### src/rtl/scratch_pad_port_adapter_pkg.sv
// Shared types and helpers for the scratch_pad port adapter slice.
//   op_e       : request kind carried in the MSB of a packed request word
//   cnt_width  : width of a counter that must hold 0..depth inclusive
//   req_width  : width of a packed {write, addr, data} request word
package scratch_pad_port_adapter_pkg;

    typedef enum logic {
        OP_READ  = 1'b0,
        OP_WRITE = 1'b1
    } op_e;

    function automatic int cnt_width(input int depth);
        return $clog2(depth) + 1;
    endfunction

    function automatic int req_width(input int addr_w, input int data_w);
        return 1 + addr_w + data_w;
    endfunction

endpackage

### src/rtl/scratch_pad_port_adapter_fifo.sv
// sp_port_fifo: synchronous first-word-fall-through FIFO with count output.
// Ports:
//   clk, rst      clock; asynchronous active-low reset
//   wr_en/wr_data push (ignored when full)
//   rd_en         pop (ignored when empty); rd_data shows the head word
//   empty/full    status, count = number of stored words
module sp_port_fifo
    import scratch_pad_port_adapter_pkg::*;
#(
    parameter int W     = 8,
    parameter int DEPTH = 4
) (
    input  logic                          clk,
    input  logic                          rst,
    input  logic                          wr_en,
    input  logic [W-1:0]                  wr_data,
    input  logic                          rd_en,
    output logic [W-1:0]                  rd_data,
    output logic                          empty,
    output logic                          full,
    output logic [cnt_width(DEPTH)-1:0]   count
);

    localparam int IW = $clog2(DEPTH);

    logic [W-1:0] mem [DEPTH];
    logic [IW:0]  wr_ptr;
    logic [IW:0]  rd_ptr;
    logic         do_wr;
    logic         do_rd;

    assign do_wr = wr_en && !full;
    assign do_rd = rd_en && !empty;

    // Pointers carry one extra wrap bit so full and empty can be told apart
    // when the index bits match.
    always_ff @(posedge clk or negedge rst) begin
        if (!rst) begin
            wr_ptr <= '0;
            rd_ptr <= '0;
        end else begin
            if (do_wr) wr_ptr <= wr_ptr + 1'b1;
            if (do_rd) rd_ptr <= rd_ptr + 1'b1;
        end
    end

    // Storage needs no reset; only words behind the write pointer are ever read.
    always_ff @(posedge clk) begin
        if (do_wr) mem[wr_ptr[IW-1:0]] <= wr_data;
    end

    assign empty   = (wr_ptr == rd_ptr);
    assign full    = (wr_ptr[IW] != rd_ptr[IW]) && (wr_ptr[IW-1:0] == rd_ptr[IW-1:0]);
    assign count   = wr_ptr - rd_ptr;
    assign rd_data = mem[rd_ptr[IW-1:0]];

endmodule

### src/rtl/scratch_pad_port_adapter.sv
// scratch_pad_port_adapter: client-side adapter for one scratch_pad port.
// Turns an engine valid/ready request stream into registered scratch_pad
// strobes, and gathers in-order read data into a response FIFO. Reads are
// only issued while a response slot is guaranteed, so the response FIFO
// cannot overflow.
// Ports:
//   clk, rst                         clock; asynchronous active-low reset
//   req_valid/req_ready/req_write/req_addr/req_data   engine request stream
//   sp_rd_en/sp_wr_en/sp_addr/sp_d   registered scratch_pad command
//   sp_full                          scratch_pad cannot take a command now
//   sp_q/sp_valid                    scratch_pad read return
//   sp_stall                         response FIFO full (backstop)
//   resp_valid/resp_ready/resp_data  FWFT response stream to the engine
//   outstanding                      reads issued but not yet returned
//   idle                             nothing queued, in flight or buffered
//   err                              sticky: read data with no read in flight
module scratch_pad_port_adapter
    import scratch_pad_port_adapter_pkg::*;
#(
    parameter int WIDTH      = 64,
    parameter int ADDR_WIDTH = 12,
    parameter int REQ_DEPTH  = 4,
    parameter int RESP_DEPTH = 32,
    parameter int CNT_BITS   = cnt_width(RESP_DEPTH)
) (
    input  logic                  clk,
    input  logic                  rst,
    input  logic                  req_valid,
    output logic                  req_ready,
    input  logic                  req_write,
    input  logic [ADDR_WIDTH-1:0] req_addr,
    input  logic [WIDTH-1:0]      req_data,
    output logic                  sp_rd_en,
    output logic                  sp_wr_en,
    output logic [ADDR_WIDTH-1:0] sp_addr,
    output logic [WIDTH-1:0]      sp_d,
    input  logic                  sp_full,
    input  logic [WIDTH-1:0]      sp_q,
    input  logic                  sp_valid,
    output logic                  sp_stall,
    output logic                  resp_valid,
    input  logic                  resp_ready,
    output logic [WIDTH-1:0]      resp_data,
    output logic [CNT_BITS-1:0]   outstanding,
    output logic                  idle,
    output logic                  err
);

    localparam int REQ_W   = req_width(ADDR_WIDTH, WIDTH);
    localparam int REQ_CW  = cnt_width(REQ_DEPTH);
    localparam int RESP_CW = cnt_width(RESP_DEPTH);

    logic [REQ_W-1:0]      req_head;
    logic                  req_empty;
    logic                  req_full;
    logic [REQ_CW-1:0]     req_count;
    logic                  req_push;

    logic                  resp_empty;
    logic                  resp_full;
    logic [RESP_CW-1:0]    resp_count;
    logic                  resp_pop;

    op_e                   head_op;
    logic [ADDR_WIDTH-1:0] head_addr;
    logic [WIDTH-1:0]      head_data;
    logic [CNT_BITS:0]     in_use;
    logic                  has_credit;
    logic                  issue;
    logic                  issue_read;
    logic                  capture;

    // Ready is held low while reset is asserted even though the FIFO is empty.
    assign req_ready = rst && !req_full;
    assign req_push  = req_valid && req_ready;

    sp_port_fifo #(.W(REQ_W), .DEPTH(REQ_DEPTH)) u_req_fifo (
        .clk     (clk),
        .rst     (rst),
        .wr_en   (req_push),
        .wr_data ({req_write, req_addr, req_data}),
        .rd_en   (issue),
        .rd_data (req_head),
        .empty   (req_empty),
        .full    (req_full),
        .count   (req_count)
    );

    assign head_op   = op_e'(req_head[REQ_W-1]);
    assign head_addr = req_head[REQ_W-2 -: ADDR_WIDTH];
    assign head_data = req_head[WIDTH-1:0];

    // A read needs a response slot that is neither buffered nor already
    // promised to an earlier read still in flight.
    assign in_use     = {1'b0, outstanding} + (CNT_BITS+1)'(resp_count);
    assign has_credit = in_use < (CNT_BITS+1)'(RESP_DEPTH);

    // Strictly in-order issue: a credit-starved read also holds back any
    // writes queued behind it.
    always_comb begin
        issue = 1'b0;
        if (!req_empty && !sp_full) begin
            issue = (head_op == OP_WRITE) || has_credit;
        end
    end

    assign issue_read = issue && (head_op == OP_READ);

    // Registered command towards the scratch_pad; strobes are single-cycle.
    always_ff @(posedge clk or negedge rst) begin
        if (!rst) begin
            sp_rd_en <= 1'b0;
            sp_wr_en <= 1'b0;
            sp_addr  <= '0;
            sp_d     <= '0;
        end else begin
            sp_rd_en <= issue_read;
            sp_wr_en <= issue && (head_op == OP_WRITE);
            if (issue) begin
                sp_addr <= head_addr;
                sp_d    <= head_data;
            end
        end
    end

    // Return data with no read in flight is dropped and flagged instead.
    assign capture  = sp_valid && !sp_stall && (outstanding != '0);
    assign sp_stall = resp_full;
    assign resp_pop = resp_valid && resp_ready;

    sp_port_fifo #(.W(WIDTH), .DEPTH(RESP_DEPTH)) u_resp_fifo (
        .clk     (clk),
        .rst     (rst),
        .wr_en   (capture),
        .wr_data (sp_q),
        .rd_en   (resp_pop),
        .rd_data (resp_data),
        .empty   (resp_empty),
        .full    (resp_full),
        .count   (resp_count)
    );

    assign resp_valid = !resp_empty;

    // Simultaneous issue and capture cancel out.
    always_ff @(posedge clk or negedge rst) begin
        if (!rst) begin
            outstanding <= '0;
        end else begin
            case ({issue_read, capture})
                2'b10:   outstanding <= outstanding + CNT_BITS'(1);
                2'b01:   outstanding <= outstanding - CNT_BITS'(1);
                default: outstanding <= outstanding;
            endcase
        end
    end

    // Sticky protocol error, cleared only by reset.
    always_ff @(posedge clk or negedge rst) begin
        if (!rst) begin
            err <= 1'b0;
        end else if (sp_valid && (outstanding == '0)) begin
            err <= 1'b1;
        end
    end

    assign idle = (req_count == '0) && (outstanding == '0) && resp_empty;

endmodule
### config.mk
export PLATFORM = sky130hd
export DESIGN_NAME = scratch_pad_port_adapter
export DESIGN_NICKNAME = d
export VERILOG_FILES = /design/src/rtl/scratch_pad_port_adapter_pkg.sv /design/src/rtl/scratch_pad_port_adapter_fifo.sv /design/src/rtl/scratch_pad_port_adapter.sv
export SDC_FILE = /design/constraint.sdc
export NUM_CORES = 2
export LEC_CHECK = 0
export BUFFER_PORTS_ARGS = -buffer_cell sky130_fd_sc_hd__buf_2
export CAP_MARGIN = 20
export CORE_ASPECT_RATIO = 1.25
export CORE_MARGIN = 2
export CORE_UTILIZATION = 45
export CTS_CLUSTER_DIAMETER = 200
export DETAILED_ROUTE_END_ITERATION = 16
export GPL_TIMING_DRIVEN = 1
export PLACE_DENSITY = 0.73
export SYNTH_ARGS = -nofsm -noshare
export SYNTH_HDL_FRONTEND = slang
export SYNTH_HIERARCHICAL = 1
export SYNTH_SLANG_ARGS = --single-unit
### constraint.sdc
create_clock -name clk -period 9.5 [get_ports clk]
set_input_delay 0.95 -clock clk [delete_from_list [all_inputs] [get_ports clk]]
set_output_delay 0.95 -clock clk [all_outputs]
set_load 0.05 [all_outputs]
==> flow_summary.ini <==
[status]
status = finished, final reports clean

[final_layout]
mostFrequentLayoutCells = edfxtp_1 (2356), mux2i_1 (1024), a22oi_1 (512)
drive_gt1_frac = 0.1769
regArea_um2 = 73340
utilization = 0.5132
layout.filler_cells = 16180
final_common_cell = edfxtp_1
nets = 5372
finalInstanceArea_um2 = 106600
area_growth_pct = 13.20
multi_input_area_um2 = 19770
fin_cells = 8140

[worst_setup_path]
worst-path-max-fanout = 62
critPathKind = flip-flop to primary output
cp.arrival_ns = 5.86
rrSetupSlack_ns = 3.79
crit_required_ns = 8.55
worstSetupStartpointType = flip-flop
critPathMaxStageDelay_ns = 1.10
crit_path_end_kind = primary output
cp-startpoint = u_resp_fifo/rd_ptr[1]
crit_path_top_delay_cell = dfrtp_4
path_cells = buf_4 > buf_4 > buf_16 > buf_4 > mux2i_1 > a22oi_1 > nand4_1 > nor2_1 > buf_2
cpMostUsedCell = buf_4
r2r-start = u_resp_fifo/rd_ptr[1]

[timing]
fmax_ghz = 0.1469
worstMarginPinSlew_ns = 1.127
relSlewSlack = 0.2484
hold_viol = 0
period_share = 0.7164
worst_slack_ns = 2.694
rsz0062_at_grt = no
finalSetupViolCount = 0
skew_ns = 0.08369
finalSetupTns_ns = 0
whs_ns = 0.2893
finalMaxSlewViolations = 0
post-route-min-period_ns = 6.806

[die]
die_h_um = 515.5
chipWidth_um = 413.2
die_area_um2 = 213000
start_util = 0.4534
core_um2 = 207800
num_rows = 187
pin_count = 300

[yosys]
synth.avg_cell_area_um2 = 19.51
synth_enable_flop_cells = 2356
syn-num-nets = 5006
netlist_area_um2 = 94200
synthArstFlopShare = 0.04189
ys_seq_elements = 2459
synth_ff_type = edfxtp_1
synth_cell_type_count = 58
seq_area_frac_synth = 0.7784
yosys_warnings = 6
synth_cells = 4829

[cts]
cts.clk_slew.worst_paths_ns = 0.06
clk-insertion-delay-late_ns = 0.89
cts_resized = 0
cts.sinks = 2459
cts_buffers = 222
cts-root-buf = clkbuf_16
htree_levels = 4
cts_tree = yes
clock_path_buffers = 3

[drt]
routedWlPerCell_um = 28.99
antenna_left = 0
drt-total-wl_um = 236000
drt_iter0_drc = 4847
drc_errors = 0
first_pass_iters = 5
num_vias = 48371
via_per_inst = 5.942

[hold_path]
min_path_type = input pin to flip-flop
worstHoldStart = req_addr[1]

[grt]
first_global_vias = 48182
antenna_found_initial = 43
grt_max_degree = 143
grt_use_total = 0.2187
grt_overflow = 0
grt_pass1_wl_um = 335500

[power_and_ir_drop]
power_density_nw_per_um2 = 312.0
ir_drop_mv = 0.5006
p_leak_nw = 35.67
finalPower_mw = 33.27

[job]
drv_cap = 0

[placement]
dp.cells = 7708
place_area_um2 = 99050
post-place-ws_ns = 3.260
dp_hpwl_um = 122000
port_buffers = 299
gp_congestion = 0.7651
==> synth_stat cells (9+ instances only) <==
| cell | n | area share |
|---|---|---|
| mux2_2 | 51 | 0.0061 |
| xnor2_1 | 17 | 0.0016 |
| buf_6 | 10 | 0.0012 |
| buf_2 | 182 | 0.0097 |
| dfrtp_1 | 103 | 0.027 |
| mux2_4 | 29 | 0.0046 |
| inv_1 | 20 | 0.00080 |
| a22oi_1 | 512 | 0.041 |
| mux4_2 | 77 | 0.018 |
| clkbuf_1 | 47 | 0.0019 |
| a21oi_1 | 9 | 0.00048 |
| buf_4 | 12 | 0.00096 |
| nand2_1 | 17 | 0.00068 |
| ha_1 | 27 | 0.0036 |
| edfxtp_1 | 2356 | 0.75 |
| nand4_1 | 134 | 0.0089 |
| mux2i_1 | 1024 | 0.11 |
| nor2_1 | 102 | 0.0041 |
==> worst paths after layout <==
path                                            to  depth (start not counted)
hold / removal               u_req_fifo/mem[0][65]                          1
max in group asynchronous                 sp_d[42]                          4
hold reg to reg                         sp_addr[7]                          1
setup / recovery                     resp_data[17]                          9
setup reg to reg           u_resp_fifo/mem[27][53]                         11
min in group asynchronous                  sp_d[6]                          2
==> critical path, delay by kind of cell, from the launching register on <==
| family | cells | cell delay [ns] |
|---|---|---|
| AO/OA/AOI/OAI | 1 | 0.24 |
| multiplexers | 1 | 0.20 |
| flip-flops | 1 | 1.10 |
| AND/OR/NAND/NOR | 2 | 0.47 |
| buffers and inverters | 5 | 2.82 |
==> timing repair <==
item / CTS / global route
endpoints found under the hold margin: 6 / 0
hold buffers: 1 / 0
setup buffers: 0 / 0
==> report_power, final <==
part / total, mW / internal, mW / switching [mW] / leakage, nW
clock network: 9.06 / 5.08 / 3.98 / 3.59
logic: 10.8 / 3.52 / 7.25 / 9.62
registers: 13.4 / 12.9 / 0.521 / 22.5
total: 33.3 / 21.5 / 11.8 / 35.7
==> routing by layer <==
layer / global-route usage / part of all wire
met3: 0.05506 / 0.093
met2: 0.3692 / 0.50
met4: 0.07188 / 0.031
met5: 0 / 0.00097
met1: 0.2753 / 0.37
==> kinds of logic after synthesis <==
family	count (synthesis)	share of synthesized area
AO/OA/AOI/OAI	547	0.04332
XOR/XNOR	23	0.002218
adder cells (fa/ha/maj)	30	0.004224
buffers and inverters	284	0.01555
flip-flops	2459	0.7784
multiplexers	1181	0.1379
AND/OR/NAND/NOR	305	0.01830
==> state kept, by name, indices dropped and copies added, names as in the netlist <==
name                count
u_resp_fifo/mem      2048
u_req_fifo/wr_ptr       3
sp_rd_en                1
u_req_fifo/mem        308
u_resp_fifo/wr_ptr      6
outstanding             6
u_resp_fifo/rd_ptr      6
err                     1
sp_addr                12
sp_wr_en                1
u_req_fifo/rd_ptr       3
sp_d                   64
==> cell type report <==
cell class | instances | area share
well taps | 2740 | 0.03215
diodes | 12 | 0.0002816
repair buffers | 406 | 0.02355
flip-flops and latches | 2459 | 0.6878
clock buffers | 275 | 0.05473
inverters | 20 | 0.0007040
multi-input cells | 2086 | 0.1854
clock inverters | 142 | 0.01543
Power figures use the tool's default switching activity.
